File: src/rtl/argmax_pkg.sv
// Shared helpers for the argmax blocks: constant log2 and frame word offsets.
package argmax_pkg;

    function automatic int flog2(input int v);
        int r;
        int x;
        r = 0;
        x = v;
        while (x > 1) begin
            x = x >> 1;
            r = r + 1;
        end
        return r;
    endfunction

    function automatic int word_lo(input int k, input int m);
        return k * m;
    endfunction

endpackage

File: src/rtl/argmax_packer.sv
// Packs N serial M-bit words into one registered M*N-bit frame for the argmax bus.
// Optional short frames (s_last / m_count) under ARGMAX_PACKER_SHORT_FRAME_EN.
module argmax_packer
    import argmax_pkg::*;
#(
    parameter int N = 8,
    parameter int M = 8
) (
    input  logic                 clk,
    input  logic                 rst,
    input  logic                 s_valid,
    output logic                 s_ready,
    input  logic [M-1:0]         s_data,
    output logic                 m_valid,
    input  logic                 m_ready,
`ifdef ARGMAX_PACKER_SHORT_FRAME_EN
    input  logic                 s_last,
    output logic [flog2(N):0]    m_count,
`endif
    output logic [M*N-1:0]       m_data
);

    localparam int CW = flog2(N) + 1;
    localparam logic [CW-1:0] LAST_POS = CW'(N - 1);

    logic [CW-1:0]        cnt;
    logic [M*(N-1)-1:0]   fill;
    logic [M*N-1:0]       fill_ext;
    logic [M*N-1:0]       frame_next;
    logic                 close_word;
    logic                 accept;

`ifdef ARGMAX_PACKER_SHORT_FRAME_EN
    assign close_word = (cnt == LAST_POS) || s_last;
`else
    assign close_word = (cnt == LAST_POS);
`endif

    // Only a closing word can stall; earlier words land in the fill buffer.
    assign s_ready  = !(close_word && m_valid && !m_ready);
    assign accept   = s_valid && s_ready;
    assign fill_ext = {{M{1'b0}}, fill};

    // Positions above the closing word are zero (only reachable on short frames).
    always_comb begin
        frame_next = '0;
        for (int k = 0; k < N; k++) begin
            if (k < int'(cnt)) begin
                frame_next[word_lo(k, M) +: M] = fill_ext[word_lo(k, M) +: M];
            end else if (k == int'(cnt)) begin
                frame_next[word_lo(k, M) +: M] = s_data;
            end
        end
    end

    always_ff @(posedge clk) begin
        if (rst) begin
            cnt     <= '0;
            fill    <= '0;
            m_valid <= 1'b0;
            m_data  <= '0;
`ifdef ARGMAX_PACKER_SHORT_FRAME_EN
            m_count <= '0;
`endif
        end else begin
            if (accept && close_word) begin
                cnt     <= '0;
                m_valid <= 1'b1;
                m_data  <= frame_next;
`ifdef ARGMAX_PACKER_SHORT_FRAME_EN
                m_count <= cnt + 1'b1;
`endif
            end else begin
                if (accept) begin
                    cnt <= cnt + 1'b1;
                end
                if (m_ready) begin
                    m_valid <= 1'b0;
                end
            end
            for (int k = 0; k < N - 1; k++) begin
                if (accept && !close_word && cnt == CW'(k)) begin
                    fill[word_lo(k, M) +: M] <= s_data;
                end
            end
        end
    end

endmodule

File: config.mk
export PLATFORM = sky130hd
export DESIGN_NAME = argmax_packer
export DESIGN_NICKNAME = d
export VERILOG_FILES = /design/src/rtl/argmax_pkg.sv /design/src/rtl/argmax_packer.sv
export SDC_FILE = /design/constraint.sdc
export NUM_CORES = 1
export LEC_CHECK = 0
export CAP_MARGIN = 0
export CORE_MARGIN = 1.5
export CORE_UTILIZATION = 50
export DETAILED_ROUTE_END_ITERATION = 10
export GPL_TIMING_DRIVEN = 0
export MAX_ROUTING_LAYER = met4
export PLACE_DENSITY = 0.88
export SETUP_SLACK_MARGIN = 0.5
export SLEW_MARGIN = 20
export SYNTH_ARGS = -nofsm -noshare
export SYNTH_HDL_FRONTEND = slang
export SYNTH_SLANG_ARGS = --single-unit
File: constraint.sdc
create_clock -name clk -period 1.9 [get_ports clk]
set_input_delay 0.57 -clock clk [delete_from_list [all_inputs] [get_ports clk]]
set_output_delay 0.57 -clock clk [all_outputs]
set_load 0.02 [all_outputs]
==> run_results.csv, run 1 <==
group,metric,value,unit
status,status,"finished with violations",
status,violations,"setup timing",
layout,fin_util,90.99,%
yosys,ys_warn_count,0,
layout,final_nets,863,
layout,n_fill_cell,397,
clocking,cts_buffers,17,
pwr,vdd_ir_drop_max,1.047,mV
detailed_routing,routedWlPerCell,32.11,um
floorplan,core,0.01132,sq mm
yosys,syn_nets,653,
sta,setup_viol,40,
pwr,power_density,667.5,mW/mm^2
floorplan,row_count,39,
yosys,syn_area_per_cell,9.063,sq um
clocking,h-tree-depth,4,
detailed_routing,vias,7590,
worst_setup_path,crit_path_end_kind,"primary output",
pwr,leakage,3.682,nW
clocking,cts-hold-fix-buffers,0,
floorplan,start_util,50.92,%
sta,final_hold_viol_count,0,
layout,syn2layout_area_growth,78.71,%
layout,drive_gt1_share,59.91,%
yosys,ys_async_sr_fraction,0,%
layout,multi_input_area,0.004063,sq mm
sta,final.period_utilization,116.1,%
place,gp_congestion,0.9694,
clocking,clk_transition_reported_paths,0.06,ns
grt,grt_first_pass_wirelength,36630,um
sta,timing.setup.tns,-2.814,ns
sta,fin_skew,0.01566,ns
yosys,yosys_most_used_dff,"dfxtp_1",
floorplan,pin_count,78,
sta,layout_setup_ws,-0.3059,ns
yosys,synth_top_area_cell,"dfxtp_1",
sta,relSlewSlack,45.87,%
grt,overflow,0,
worst_setup_path,worstSetupPathType,"reg2out",
layout,ff_latch_area,0.002626,sq mm
sta,period_needed,2.206,ns
grt,antenna_found_initial,1,
floorplan,die_w,110.4,um
detailed_routing,drt_pass1_iterations,8,
worst_setup_path,cp.arrival,1.64,ns
yosys,synthCells,636,
place,place.port_buffers,76,
worst_setup_path,startpoint_type,"flip-flop",
sta,max_clock_freq,0.4533,GHz
floorplan,die_h,110.4,um
yosys,ys_ff_latch,125,
yosys,yosys-top-cells-count,"dfxtp_1 (125), a31oi_1 (58), nand2_1 (43)",
grt,gr-usage-all-layers,41.98,%
min_path,hp-class,"reg2reg",
run,cap_viol_max_count,0,
clocking,cts_tree,"yes",
yosys,yosysSeqAreaShare,43.41,%
yosys,synthTopCellsByArea,"dfxtp_1 (43%), mux2i_1 (6.9%), a31oi_1 (6.3%)",
yosys,ys_types,43,
grt,grt_start_max_net_pins,17,
clocking,cts-root-buf,"clkbuf_16",
grt,grt_pass1_vias,6676,
detailed_routing,drtIter0Drc,1243,
yosys,synth_edf_count,0,
detailed_routing,route.antenna.remaining_nets,0,
place,dpl.hpwl,12040,um
yosys,yosysTopAreaCellShare,43.41,%
sta,rsz0062_at_grt,"true",
detailed_routing,drc,0,
yosys,yosysMostFrequentCell,"dfxtp_1",
worst_setup_path,worstPathMaxFanout,3,
yosys,synth_area,0.005764,sq mm
sta,worst_pin_slew,0.8120,ns
clocking,clock_latency,0.45,ns
clocking,clock_path_buffers,2,
floorplan,fp.dieArea,0.01218,sq mm
clocking,cts.sinks,125,
detailed_routing,wl,32210,um
detailed_routing,via_per_inst,7.567,
sta,slew_viol_final,0,
worst_setup_path,cp.required,1.33,ns
-- path summary, 6_finish.rpt --
path,startpoint,endpoint,slack [ns],cells after the start
setup / recovery,cnt[3],s_ready,-0.31,4
setup reg to reg,cnt[3],m_data[15],-0.20,9
hold / removal,m_data[40],m_data[40],0.48,2
hold reg to reg,m_data[40],m_data[40],0.48,2
-- cell families after synthesis --
logic type / Yosys count / synth area share, %
adder cells (fa/ha/maj): 5 / 1.085
flip-flops: 125 / 43.41
AO/OA/AOI/OAI: 199 / 22.86
buffers and inverters: 85 / 7.901
multiplexers: 40 / 6.946
AND/OR/NAND/NOR: 182 / 17.80
-- per-stage QoR --
stage	power, W	cell area, sq um	hold WS, ns	setup WS (ns)	instances
2_1_floorplan	0.003023	5927	0.4449	0.2742	636
3_3_place_gp	0.003147	6867	0.4568	-0.7845	855
3_5_place_dp	0.003165	6867	0.4603	-0.7847	855
4_1_cts	0.006426	9044	0.4715	-0.2082	949
5_1_grt	0.006949	10300	0.5084	-0.3113	1002
6_report	0.006876	10300	0.4846	-0.3059	1003
-- placed cells by master (no fill, tap or decap), types with 19 or more instances in the layout --
cell type	n
buf_6	99
buf_4	76
dfxtp_1	56
dfxtp_2	54
nand2_1	42
a31oi_4	38
mux2i_1	34
nand2b_1	26
nor2_1	26
a21oi_2	23
buf_8	19
-- worst max-delay path, stage by stage (launching register included) --
cell and delay (ns):
dfxtp_4 0.35, buf_8 0.11, and2b_2 0.23, nand4_1 0.24
buf_4 0.26
-- routing by layer --
metal  share of wire, %  track usage, %
met4                 10           31.23
met5                  0               -
met2                 43           64.46
met3                 13           11.76
met1                 34           46.46
-- cell type report --
| class | instances | area share, % |
|---|---|---|
| Multi-Input combinational cell | 426 | 39.44 |
| Tap cell | 143 | 1.737 |
| Timing Repair Buffer | 191 | 20.60 |
| Sequential cell | 125 | 25.50 |
| Buffer | 83 | 7.008 |
| Clock buffer | 20 | 4.433 |
| Antenna cell | 2 | 0.04859 |
| Clock inverter | 11 | 1.142 |
| Inverter | 2 | 0.09717 |
-- registers in the layout (all words and copies together) (netlist names) --
signal,flops
fill,56
m_valid,1
cnt,4
m_data,64
-- power breakdown --
part           total [W]  switching [W]  internal [W]
combinational   0.000842       0.000516      0.000326
clock            0.00337        0.00138       0.00198
sequential       0.00267      0.0000371       0.00263
-- timing repair --
item	4_1_cts	5_1_grt
setup buffers	51	51
gates cloned	12	1
pin swaps	112	58
resized for setup	637	162
setup endpoints to repair	191	191
Note: power is estimated with default switching activity, not from simulation.
==> run 2: changes to the inputs <==
==> constraint.sdc (replaced) <==
create_clock -name clk -period 2 [get_ports clk]
set_input_delay 0.6 -clock clk [delete_from_list [all_inputs] [get_ports clk]]
set_output_delay 0.6 -clock clk [all_outputs]
set_load 0.02 [all_outputs]
==> run 2 against run 1 <==
The flow finishes with violations (DRC, setup timing). First-iteration DRC count grew 9.3%. Hold slack better by 0.0019 ns. Setup slack improved by 0.028 ns. Highest routed layer unchanged.
==> run_results.csv, run 2 (synthesized netlist as in run 1, its figures left out) <==
group,metric,value,unit
layout,largest_reg_flops,64,
clocking,cts-hold-fix-buffers,0,
detailed_routing,drt_pass1_iterations,11,
place,dp.cells,855,
worst_setup_path,startpoint_type,"flip-flop",
place,gp_congestion,0.9562,
grt,overflow,0,
worst_setup_path,cp.required,1.40,ns
grt,grt_busiest_layer,"met2",
detailed_routing,via_per_inst,7.549,
worst_setup_path,worstSetupPathType,"reg2out",
sta,max_clock_freq,0.4389,GHz
detailed_routing,drtIter0Drc,1358,
clocking,h-tree-depth,4,
worst_setup_path,crit_path_end_kind,"primary output",
layout,final_cell_count_no_fill,974,
pwr,vdd_ir_drop_max,0.8302,mV
sta,period_needed,2.278,ns
detailed_routing,drc,1,
clocking,cts.sinks,125,
grt,grt.met1_usage,43.72,%
detailed_routing,vias,7353,
sta,rsz0062_at_grt,"true",
grt,grt_pass1_vias,6594,
sta,final_hold_viol_count,0,
layout,top_register,"m_data",
clocking,cts_tree,"yes",
floorplan,die_h,110.4,um
sta,slew_viol_final,0,
sta,worst_pin_slew,0.7973,ns
clocking,clk_transition_reported_paths,0.06,ns
detailed_routing,routedWlPerCell,31.73,um
pwr,leakage,3.485,nW
pwr,power_density,668.9,mW/mm^2
floorplan,fp.dieArea,0.01218,sq mm
clocking,clock_latency,0.44,ns
floorplan,die_w,110.4,um
place,place_ws,-0.7484,ns
status,violations,"DRC, setup timing",
layout,reg_top3,"m_data (64), fill (56), cnt (4)",
grt,grt_first_pass_wirelength,35690,um
grt,grt_use_met2,63.67,%
sta,final.period_utilization,113.9,%
clocking,cts-root-buf,"clkbuf_16",
layout,final_common_cell,"buf_6",
layout,syn2layout_area_growth,72.02,%
floorplan,row_count,39,
layout,drive_gt1_share,56.63,%
grt,grt_start_max_net_pins,17,
clocking,clock_path_buffers,2,
grt,gr-usage-all-layers,40.59,%
floorplan,core,0.01132,sq mm
grt,grt_use_met3,12.35,%
worst_setup_path,worstPathMaxFanout,10,
floorplan,start_util,50.92,%
layout,final_nets,834,
run,cap_viol_max_count,0,
floorplan,pin_count,78,
layout,n_fill_cell,440,
sta,relSlewSlack,46.85,%
grt,antenna_found_initial,1,
layout,layout_common_cells,"buf_6 (101), dfxtp_2 (56), dfxtp_1 (56)",
min_path,hp-class,"reg2reg",
sta,setup_viol,87,
status,status,"finished with violations",
worst_setup_path,cp.arrival,1.68,ns
place,dpl.hpwl,11860,um
detailed_routing,wl,30900,um
place,place.port_buffers,76,
sta,fin_skew,0.01250,ns
clocking,cts_buffers,17,
detailed_routing,route.antenna.remaining_nets,0,
sta,layout_setup_ws,-0.2782,ns
[run 2: repair_timing]
action | in CTS | in global routing
endpoints found under the setup margin | 190 | 178
pin swaps | 74 | 84
buffers inserted | 36 | 41
gates cloned | 6 | 3
gates resized for setup | 502 | 255
[run 2: layer usage]
layer | up-vias | wire, um
li1 | 2758 | -
met4 | 0 | 2777
met5 | - | 0
met2 | 876 | 13370
met1 | 3407 | 10490
met3 | 312 | 4272
[run 2: per-stage QoR]
stage	cell area, sq um	power [W]	hold WS (ns)	setup TNS, ns	util, %
floorplan	5839	0.002864	0.4452	0	-
finish	9916	0.006633	0.4865	-6.682	87.59
CTS	8289	0.006224	0.4757	-0.04070	73.22
detailed placement	6779	0.002990	0.4569	-36.14	59.88
global route	9916	0.006688	0.5049	-10.75	87.59
global placement	6779	0.002973	0.4589	-30.38	59.88
[run 2: report_power, final]
group | total [W] | switching, W | internal (W)
combinational | 0.000774 | 0.000468 | 0.000306
clock | 0.00333 | 0.00135 | 0.00198
sequential | 0.00253 | 0.0000264 | 0.00250
[run 2: cell type report]
| class | instances | area (sq um) | share of cell area [%] |
|---|---|---|---|
| buffer | 83 | 674.4 | 6.801 |
| sequential | 125 | 2621 | 26.44 |
| antenna | 1 | 2.502 | 0.02524 |
| timing repair buffer | 162 | 1869 | 18.85 |
| inverter | 2 | 7.507 | 0.07571 |
| clock buffer | 21 | 480.5 | 4.845 |
| clock inverter | 11 | 131.4 | 1.325 |
| multi-input combinational | 426 | 3950 | 39.84 |
| tap | 143 | 178.9 | 1.804 |
[run 2: path summary, 6_finish.rpt]
check	to	depth (start not counted)	start	slack, ns
max	s_ready	4	cnt[2]	-0.28
min	m_data[44]	2	m_data[44]	0.49
max reg2reg	m_data[28]	12	cnt[3]	-0.24
min reg2reg	m_data[44]	2	m_data[44]	0.49
[run 2: critical path: stages (launching register included)]
cell	delay [ns]
dfxtp_2	0.36
buf_6	0.18
and2b_2	0.22
nand4_1	0.23
buf_4	0.25
==> run 3: changes to the inputs <==
--- a/config.mk
+++ b/config.mk
@@ -9,7 +9,9 @@
 export CORE_MARGIN = 1.5
 export CORE_UTILIZATION = 50
 export DETAILED_ROUTE_END_ITERATION = 10
+export GPL_ROUTABILITY_DRIVEN = 0
 export GPL_TIMING_DRIVEN = 0
+export HOLD_SLACK_MARGIN = 0.12
 export MAX_ROUTING_LAYER = met4
 export PLACE_DENSITY = 0.88
 export SETUP_SLACK_MARGIN = 0.5
==> run 3 against run 2 <==
The flow still finishes with violations (DRC, setup timing). Highest routed layer unchanged. Flip-flop and latch count did not move. Largest cell class unchanged. Critical endpoint unchanged. Final cell count is 2.6% lower. Clock-buffer cell count rose by 4. Register-to-register slack improved by 0.16 ns. Routed wire length decreased by 8.8%. Hold slack got worse by 0.0054 ns. Largest power group unchanged.
==> run_results.csv, run 3 (synthesized netlist as in run 1, its figures left out) <==
group,metric,value,unit
status,status,"finished with violations",
status,violations,"DRC, setup timing",
pwr,switching_power,0.001666,W
place,dpl.hpwl,11970,um
clocking,cts_buffers,17,
sta,setup_viol,7,
floorplan,pin_count,78,
pwr,vdd_ir_drop_max,0.7172,mV
sta,layout_setup_ws,-0.1599,ns
min_path,hp-class,"reg2reg",
layout,largest_reg_flops,64,
place,placed_cell_area,0.006779,sq mm
pwr,seq_power_share,37.9,%
run,cap_viol_max_count,0,
clocking,cts-root-buf,"clkbuf_16",
detailed_routing,drtIter0Drc,1359,
place,dp.cells,855,
worst_setup_path,worstSetupPathType,"reg2out",
layout,syn2layout_area_growth,67.05,%
worst_setup_path,startpoint_type,"flip-flop",
layout,fin_util,85.06,%
worst_setup_path,cp.arrival,1.56,ns
pwr,power_density,693.0,mW/mm^2
clocking,clk_transition_reported_paths,0.06,ns
place,place_ws,-0.7465,ns
sta,final_hold_viol_count,0,
detailed_routing,routedWlPerCell,29.70,um
pwr,p_total,0.006673,W
layout,drive_gt1_share,53.10,%
sta,final.period_utilization,108.0,%
floorplan,die_w,110.4,um
sta,max_clock_freq,0.4630,GHz
sta,worst_pin_slew,0.8355,ns
grt,grt_pass1_vias,6271,
layout,layout_common_cells,"buf_6 (98), dfxtp_1 (56), dfxtp_2 (52)",
floorplan,die_h,110.4,um
detailed_routing,vias,7028,
layout,final_cell_count_no_fill,949,
pwr,pwr-share-comb,10.5,%
worst_setup_path,cp.required,1.40,ns
clocking,cts.sinks,125,
layout,n_antenna_cell,0,
detailed_routing,wl,28190,um
detailed_routing,drc,2,
floorplan,start_util,50.92,%
place,place.port_buffers,76,
layout,final_common_cell,"buf_6",
sta,fin_skew,0.01046,ns
clocking,cts-hold-fix-buffers,0,
layout,fin_area,0.009629,sq mm
grt,grt_first_pass_wirelength,33250,um
pwr,leakage,3.367,nW
clocking,cts_tree,"yes",
grt,overflow,0,
sta,rsz0062_at_grt,"true",
detailed_routing,via_per_inst,7.406,
floorplan,fp.dieArea,0.01218,sq mm
worst_setup_path,crit_path_end_kind,"primary output",
layout,top_register,"m_data",
detailed_routing,route.antenna.remaining_nets,0,
detailed_routing,drt_pass1_iterations,9,
layout,reg_top3,"m_data (64), fill (56), cnt (4)",
clocking,clock_path_buffers,2,
grt,gr-usage-all-layers,37.89,%
sta,relSlewSlack,44.30,%
clocking,clock_latency,0.44,ns
sta,period_needed,2.160,ns
pwr,switching_share,24.96,%
pwr,p_clk_share,51.6,%
grt,grt_start_max_net_pins,17,
grt,antenna_found_initial,0,
floorplan,row_count,39,
worst_setup_path,worstPathMaxFanout,6,
floorplan,core,0.01132,sq mm
sta,slew_viol_final,0,
layout,final_nets,811,
pwr,power.internal,0.005007,W
worst_setup_path,rrSetupSlack,-0.08,ns
clocking,h-tree-depth,4,
run 3: cell types whose count changed in the layout (fill, tap and decap cells not counted), sizes merged:
cell | before | now
inv | 5 | 2
bufinv | 2 | 4
clkinv | 3 | 2
clkdlybuf4s15 | 1 | 2
dlygate4sd2 | 1 | 0
buf | 196 | 173
diode | 1 | 0
clkbuf | 60 | 64
clkinvlp | 3 | 0
run 3: power groups by stage:
stage | registers (W) | clock network (W) | logic (W)
2_1_floorplan | 0.00259 | 0 | 0.000278
3_3_place_gp | 0.00259 | 0 | 0.000383
3_5_place_dp | 0.00259 | 0 | 0.000399
4_1_cts | 0.00254 | 0.00333 | 0.000489
5_1_grt | 0.00253 | 0.00354 | 0.000712
6_report | 0.00253 | 0.00344 | 0.000703
run 3: cell type report:
class	instances	area (sq um)
timing repair buffer	139	1545
buffer	83	720.7
tap	143	178.9
multi-input combinational	426	3910
clock inverter	6	130.1
fill	488	1692
inverter	2	7.507
clock buffer	25	505.5
sequential	125	2631
run 3: per-stage QoR:
stage,TNS (ns),hold WS (ns)
detailed placement,-35.28,0.4574
floorplan,0,0.4452
global route,-0.2679,0.4936
global placement,-30.60,0.4577
CTS,-0.1087,0.4749
finish,-0.3540,0.4812
run 3: critical path, stage by stage (launching register included):
cell and delay (ns):
dfxtp_4 0.40, buf_8 0.13, and2b_2 0.17, nand4_1 0.19, buf_4 0.23
run 3: timing repair:
action / CTS / global route
buffers inserted: 23 / 30
cloned: 7 / 3
setup endpoints to repair: 189 / 149
pin swaps: 55 / 77
resized for setup: 523 / 262
hold endpoints to repair: 0 / 0
run 3: final timing paths:
kind,start,to,depth (start not counted)
worst min-delay path,fill[48],fill[48],2
worst max-delay path,cnt[2],s_ready,4
worst max register to register,cnt[2],cnt[2],11
worst min register to register,fill[48],fill[48],2
run 3: per-layer routing:
layer | up-vias | routed length [um] | GRT usage (%)
met5 | - | 0 | -
met4 | 0 | 2618 | 27.56
met3 | 302 | 3616 | 10.58
met2 | 773 | 12360 | 57.94
met1 | 3249 | 9593 | 42.42
li1 | 2704 | - | -
